**src/rtl/can_tx_queue.sv**
```systemverilog
// Transmit message queue in front of tx_container: buffers 64-bit payloads, issues one-cycle
// send requests, retires entries on frame completion and retries/drops unacknowledged requests.
module can_tx_queue #(
  parameter int unsigned DEPTH         = 4,
  parameter int unsigned START_TIMEOUT = 1000,
  parameter int unsigned MAX_RETRY     = 3
) (
  input  logic                     clk,
  input  logic                     RESET,
  input  logic                     wr_en,
  input  logic [63:0]              wr_data,
  input  logic                     txing,
  output logic [63:0]              tx_data,
  output logic                     send_data,
  output logic                     full,
  output logic                     empty,
  output logic [$clog2(DEPTH):0]   count,
  output logic                     tx_done,
  output logic                     drop_err,
  output logic                     overflow
);

  localparam int unsigned PtrW = $clog2(DEPTH);
  localparam int unsigned CntW = PtrW + 1;
  localparam int unsigned ToW  = $clog2(START_TIMEOUT) + 1;
  localparam int unsigned RtyW = $clog2(MAX_RETRY + 1) + 1;

  localparam logic [CntW-1:0] CntFull = CntW'(DEPTH);
  localparam logic [ToW-1:0]  ToLast  = ToW'(START_TIMEOUT - 1);
  localparam logic [ToW-1:0]  ToMax   = '1;
  localparam logic [RtyW-1:0] RtyMax  = RtyW'(MAX_RETRY);

  typedef enum logic [2:0] {
    StIdle,
    StReq,
    StWaitStart,
    StWaitDone,
    StPop,
    StDrop
  } state_e;

  state_e            state_q, state_d;
  logic [63:0]       mem_q [DEPTH];
  logic [PtrW-1:0]   wr_ptr_q, wr_ptr_d;
  logic [PtrW-1:0]   rd_ptr_q, rd_ptr_d;
  logic [CntW-1:0]   count_q, count_d;
  logic [63:0]       tx_data_q, tx_data_d;
  logic [ToW-1:0]    to_q, to_d;
  logic [RtyW-1:0]   rty_q, rty_d;
  logic              overflow_q, overflow_d;
  logic              push, pop;

  assign full      = (count_q == CntFull);
  assign empty     = (count_q == '0);
  assign count     = count_q;
  assign tx_data   = tx_data_q;
  assign overflow  = overflow_q;
  assign send_data = (state_q == StReq);
  assign tx_done   = (state_q == StPop);
  assign drop_err  = (state_q == StDrop);

  // full is taken from the pre-edge count, so a write while full is rejected even on a pop cycle
  assign push = wr_en && !full;

  always_comb begin
    state_d   = state_q;
    tx_data_d = tx_data_q;
    to_d      = to_q;
    rty_d     = rty_q;
    pop       = 1'b0;
    unique case (state_q)
      StIdle: begin
        if (!empty && !txing) begin
          tx_data_d = mem_q[rd_ptr_q];
          rty_d     = '0;
          state_d   = StReq;
        end
      end
      StReq: begin
        to_d    = '0;
        state_d = StWaitStart;
      end
      StWaitStart: begin
        if (txing) begin
          state_d = StWaitDone;
        end else if (to_q == ToLast) begin
          if (rty_q < RtyMax) begin
            rty_d   = rty_q + RtyW'(1);
            state_d = StReq;
          end else begin
            state_d = StDrop;
          end
        end else if (to_q != ToMax) begin
          to_d = to_q + ToW'(1);
        end
      end
      StWaitDone: begin
        if (!txing) begin
          state_d = StPop;
        end
      end
      StPop: begin
        pop     = 1'b1;
        state_d = StIdle;
      end
      StDrop: begin
        pop     = 1'b1;
        state_d = StIdle;
      end
      default: state_d = StIdle;
    endcase
  end

  always_comb begin
    wr_ptr_d   = wr_ptr_q;
    rd_ptr_d   = rd_ptr_q;
    count_d    = count_q;
    overflow_d = overflow_q | (wr_en & full);
    if (push) begin
      wr_ptr_d = wr_ptr_q + PtrW'(1);
    end
    if (pop) begin
      rd_ptr_d = rd_ptr_q + PtrW'(1);
    end
    if (push && !pop) begin
      count_d = count_q + CntW'(1);
    end else if (!push && pop) begin
      count_d = count_q - CntW'(1);
    end
  end

  always_ff @(posedge clk or negedge RESET) begin
    if (!RESET) begin
      state_q    <= StIdle;
      wr_ptr_q   <= '0;
      rd_ptr_q   <= '0;
      count_q    <= '0;
      tx_data_q  <= '0;
      to_q       <= '0;
      rty_q      <= '0;
      overflow_q <= 1'b0;
    end else begin
      state_q    <= state_d;
      wr_ptr_q   <= wr_ptr_d;
      rd_ptr_q   <= rd_ptr_d;
      count_q    <= count_d;
      tx_data_q  <= tx_data_d;
      to_q       <= to_d;
      rty_q      <= rty_d;
      overflow_q <= overflow_d;
    end
  end

  // Payload storage needs no reset; count gates every read
  always_ff @(posedge clk) begin
    if (push) begin
      mem_q[wr_ptr_q] <= wr_data;
    end
  end

endmodule

```
**config.mk**
```make
export PLATFORM = sky130hd
export DESIGN_NAME = can_tx_queue
export DESIGN_NICKNAME = d
export VERILOG_FILES = /design/src/rtl/can_tx_queue.sv
export SDC_FILE = /design/constraint.sdc
export NUM_CORES = 1
export LEC_CHECK = 0
export CAP_MARGIN = 20
export CORE_ASPECT_RATIO = 0.7
export CORE_UTILIZATION = 43
export DETAILED_ROUTE_END_ITERATION = 8
export DONT_BUFFER_PORTS = 1
export SLEW_MARGIN = 30
export SYNTH_ARGS = -nofsm -noshare
export SYNTH_HDL_FRONTEND = slang
export SYNTH_SLANG_ARGS = --single-unit
```
**constraint.sdc**
```tcl
create_clock -name clk -period 3.4 [get_ports clk]
set_input_delay 0.68 -clock clk [delete_from_list [all_inputs] [get_ports clk]]
set_output_delay 0.68 -clock clk [all_outputs]
set_load 0.05 [all_outputs]
```
## Word level (Yosys, flattened, before mapping)

Memories as Yosys holds them, arrays and structs flattened. A register that Yosys moved wholly into a read port is not among the register bits.
Index checks and enable logic that the tools add are counted.

| cells by class | value |
|---|---|
| $add $sub $neg | 6 |
| magnitude comparators | 1 |
| equal/unequal tests | 16 |
| mux-type cells | 20 |
| bitwise logic cells | 2 |
| reduce and logical (&&, ||, !) cells | 20 |

Operator list:

| cell | count |
|---|---|
| 2-to-1 mux 11 bit | 3 |
| 2-to-1 mux 3 bit | 11 |
| one-hot mux 11 bit (2 select lines) | 1 |
| != test 2 bit (second input constant) | 7 |
| one-hot mux 3 bit (4 select lines) | 1 |
| adder 11 x 1 -> 11 bit (second input constant) | 1 |
| == test 11 x 10 -> 1 bit (second input constant) | 1 |
| != test 11 bit (second input constant) | 1 |
| == test 3 bit (second input constant) | 3 |
| adder 3 x 1 -> 3 bit (second input constant) | 2 |
| == test 3 x 2 -> 1 bit (second input constant) | 2 |
| zero test 1 bit | 6 |
| zero test 3 bit | 2 |
| one-hot mux 3 bit (2 select lines) | 1 |
| nonzero test 2 bit | 3 |
| AND reduction 5 bit | 1 |
| adder 2 x 1 -> 2 bit (second input constant) | 2 |
| logical AND 1 bit | 4 |
| AND reduction 4 bit | 1 |
| == test 3 x 1 -> 1 bit (second input constant) | 1 |
| less-than comparator 3 x 2 -> 1 bit (second input constant) | 1 |
| 2-to-1 mux 1 bit | 3 |
| != test 3 bit (second input constant) | 1 |
| AND reduction 3 bit | 1 |
| 5 further kinds | 5 |

| storage, ports and cells | value |
|---|---|
| bits in registers | 25 |
| memory bits (writable) | 256 |
| bits of input ports | 68 |
| output and inout bits | 73 |
| word-level logic and storage cells | 73 |
| memories | 1 |

Memories:

| memory | depth | bits a word | read ports | clocked after memory_dff | wr ports | RTL line | source |
|---|---|---|---|---|---|---|---|
| mem_q | 4 | 64 | 1 | 1 | 1 | 43 | `logic [63:0] mem_q [DEPTH];` |

## Logic depth before layout (Yosys ltp)

| logic depth | value |
|---|---|
| depth after elaboration | 7 |
| gate-level depth with buffers | 9 |
| gate-level depth less buffers | 8 |

## Worst setup path after synthesis

No wires, ideal clock.

| timing path | value |
|---|---|
| path kind | register to register |
| start | reg count_q[2], in the netlist count[2] |
| end | mem mem_q[0][0], enable pin |
| setup time | 0.546 ns |
| data arrival time | 3.129 ns |
| data required time | 2.854 ns |
| path slack | -0.275 ns |
| cell stages (with the launch flop) | 5 |
| path buffers | 1 |
| clock period less this slack | 3.675 ns |
| path through | dfrtp_1 > nor3b_1 > nor2b_1 > clkbuf_1 > and2_1 |

| on the way | value |
|---|---|
| longest elaborated chain between the ends | 5 |

Ends and longest elaborated chain:

| item | RTL line | source |
|---|---|---|
| start, declared | 46 | `logic [CntW-1:0] count_q, count_d;` |
| start signal, assigned | 146 | `count_q <= count_d;` |
| == test 3 bit | 53 | `assign full = (count_q == CntFull);` |
| via full | 15 | `output logic full,` |
| zero test 1 bit | 63 | `assign push = wr_en && !full;` |
| logical AND 1 bit | 63 |  |
| via push | 51 | `logic push, pop;` |
| 2-to-1 mux 1 bit | 156 | `if (push) begin` |
| 2-to-1 mux 1 bit (implied by the code) | 157 | `mem_q[wr_ptr_q] <= wr_data;` |
| end, declared | 43 |  |

The timed path passes the listed nets, and every way through them passes these cells.

## Worst setup path after layout

| timing path | value |
|---|---|
| start | reg state_q[0] |
| end | out send_data |

| on the way | value |
|---|---|
| longest elaborated chain between the ends | 1 |

Ends and longest elaborated chain:

| item | RTL line | source |
|---|---|---|
| start, declared | 42 | `state_e state_q, state_d;` |
| start signal, assigned | 134 | `state_q <= StIdle;` |
| start signal, assigned | 143 | `state_q <= state_d;` |
| == test 3 x 1 -> 1 bit | 58 | `assign send_data = (state_q == StReq);` |
| end, declared | 14 | `output logic send_data,` |

Every way passes these cells.

==> results.md <==
- Ant. Diodes: 0
- Initial core utilization: 0.443
- CTS root buffer: clkbuf_16
- Final Cycle Share: 0.805
- Clk buf depth: 3
- Slowest-stage cell, CP: or3_1
- Top-area cell type share of the netlist area: 0.591
- GR Util met3: 0.0612
- EDFF count, synth: between 200 and 300
- RSZ-0062 raised after global routing: no
- Syn_area_per_cell: 20.7 um2
- Data required time of the worst path: 2.72 ns
- DR vias: ~5,800
- Core box area: between 0.02 and 0.03 mm2
- DR WL/cell: about 22 um
- Crit path top cell by count: inv_1
- Clk sink count: about 350
- Dpl cells: 1,018
- Hold crit path type: input port to asynchronous set/reset pin
- Synthesized netlist cell count: approximately 630
- Status: finished, final reports clean
- Total global routing overflow: 0
- Largest net degree at the start of global routing: 90
- Initial antenna violation count: 0
- Die height: between 100 and 150 um
- Syn nets: slightly above 700
- Grt met1 use: 0.209
- Drt drc: 0
- Seq/Total Area, Yosys: 0.762
- I/O pin total: ~140
- Yosys synthesis warning count: 0
- Crit start category: register
- Crit-path max cell delay: 0.53 ns
- Max_slew headroom: 0.413
- # H-tree levels: 2
- Slew Limit Fails: 0
- Clock skew: approximately 0.016 ns
- Share of layout cells above drive strength 1: 0.310
- Most used flip-flop cell after synthesis: edfxtp_1
- Netlist cell types: 45
- Synth area leader: edfxtp_1
- Final net count: between 700 and 800
- Leading post-synthesis cells by cell area: edfxtp_1, dfrtp_1, mux4_2, mux2_2, ha_1
- Worst-Margin Slew: 0.878 ns
- Worst-skew pair later-pin latency: ~0.51 ns
- CP Max Fanout: 10
- Max Freq: between 0.3 and 0.4 GHz
- TNS Setup: 0 ns
- Reg clk slew, reported paths: approximately 0.060 ns
- Cts repair resizes: 0
- PortBufs: 0
- Die area: between 0.03 and 0.04 mm2
- CTS tree: built
- DPL Wire Length: ~15 mm
- Vias in the first global route: approximately 6,400
- Max Cap Violations: 0
- Crit path arrival time: between 2 and 2.5 ns
- DR vias/cell: approximately 5.4
- Final non-filler cell total: 1,082
- RePlAce Congestion: around 0.77
- WS Path Type: register to output port
- Top cells by count, synth: edfxtp_1, dfrtp_1, mux2_2
- Area grow syn2layout: 13.3%
- Ys async rst share: 0.258
- LEAKAGE: a little over 5 nW
- 1st-iter DRT viols: between 400 and 500
- #FFs+latches synth: ~350
- Die Span X: about 210 um
- CP cell instances: inv_1 -> or3_1 -> inv_1
- Tot GR Track Use: 0.162
- Core Rows: 52
- First-pass GRT wire length: between 30 and 40 mm
- Fillers: 2,327
- Clock buffer count from CTS: 35
- Count of final setup violators: 0
- Peak supply drop: 0.000520 V
- Final wirelength: 24.2 mm
- GR Layer Usage met2: 0.259
- Multi-input gate area in the final layout: ~0.0030 mm2
- DR pass1 iterations: 4
- Power Dens Cells: about 990 mW/mm2
- Reg area: 0.00992 mm2
- Cell with the most instances after synthesis: edfxtp_1
- Busiest grt layer: met2
- Fin Hold WS: approximately 0.097 ns
- Critical Path Sink Type: output port
- Buf/Inv on CP: 2
- Largest delay share family, worst path: buffers and inverters
- Tmin final: approximately 2.7 ns
- Tot Pwr: between 0.01 and 0.015 W
- Hold Violations, Final: 0
- Post-route ant nets: 0
- Mapped cell area: between 0.01 and 0.015 mm2
## placed cells by master (no fill, tap or decap), types with 4 or more instances in the layout
cell       count
edfxtp_1     256
dfrtp_1       87
mux2_2        65
mux4_2        64
clkbuf_16     37
nand2_1       15
nand3_1       14
nor2_1        13
buf_4          8
inv_1          7
o21ai_0        7
ha_1           7
clkbuf_1       7
clkinv_2       7
clkbuf_8       6
buf_12         5
and2_4         4
a21oi_1        4
nor3_1         4
or4_1          4
xnor2_1        4
## kinds of logic after synthesis
kind of cell | after synthesis | share of synthesized area
buffers and inverters | 36 | 0.0114
AND/OR/NAND/NOR | 76 | 0.0314
XOR/XNOR | 6 | 0.00404
flip-flops | 345 | 0.762
adder cells (fa/ha/maj) | 8 | 0.00827
multiplexers | 132 | 0.170
AO/OA/AOI/OAI | 25 | 0.0131
## worst reg2reg max path: cells and delay by family (launching register included)
| kind | cells | cell delay, ns |
|---|---|---|
| buffers and inverters | 1 | 0.38 |
| and+or+nand+nor | 3 | 1.39 |
| DFF | 1 | 0.59 |
## final timing paths
check / start / to / slack, ns / cells past startpoint
max in group asynchronous: RESET / rd_ptr_q[1]$_DFFE_PN0P_ / 2.93 / 1
worst min-delay path: RESET / to_q[8]$_DFFE_PN0P_ / 0.1 / 1
worst max register to register: count[2]$_DFFE_PN0P_ / mem_q[3][33]$_DFFE_PP_ / 0.70 / 4
worst max-delay path: state_q[0]$_DFFE_PN0P_ / send_data / 0.66 / 3
min in group clk: wr_data[61] / mem_q[3][61]$_DFFE_PP_ / 0.26 / 0
worst min register to register: rty_q[2]$_DFFE_PN0P_ / rty_q[2]$_DFFE_PN0P_ / 0.51 / 1
## registers in the layout (all words and copies together) (netlist names)
name      cells
mem_q       256
tx_data      64
to_q         11
count         3
rty_q         3
state_q       3
rd_ptr_q      2
wr_ptr_q      2
overflow      1
## through the flow
stage	setup slack (ns)	instance area (um2)	utilization
6_report	0.663	14700	0.502
2_1_floorplan	0.0361	13000	-
5_1_grt	0.535	14700	0.502
4_1_cts	0.604	14700	0.502
3_5_place_dp	0.630	13600	0.464
3_3_place_gp	0.747	13600	0.463
## layer usage
| layer | wire length, um | vias up | share of wire |
|---|---|---|---|
| li1 | - | 2559 | - |
| met1 | 10100 | 3096 | 0.42 |
| met2 | 11700 | 158 | 0.48 |
| met3 | 2050 | 36 | 0.085 |
| met4 | 369 | 0 | 0.015 |
| met5 | 0 | - | 0 |
## power by group
group          switching, W  total, W  internal, W  leakage (nW)
sequential          0.00215   0.00786      0.00571          3.41
clock               0.00150   0.00362      0.00212         0.544
combinational       0.00149   0.00307      0.00158          1.11
## area by class of cell
cell class,instances,area share
Tap cell,405,0.0344
Clock buffer,50,0.0702
Clock inverter,13,0.00475
Inverter,7,0.00178
Multi-Input combinational cell,247,0.201
Sequential cell,345,0.673
Timing Repair Buffer,15,0.0146
## what timing repair did
action	in CTS	in global routing
buffers inserted	0	0
endpoints found under the hold margin	89	0
endpoints found under the setup margin	0	0
hold buffers	1	0
Power figures use the tool's default switching activity.
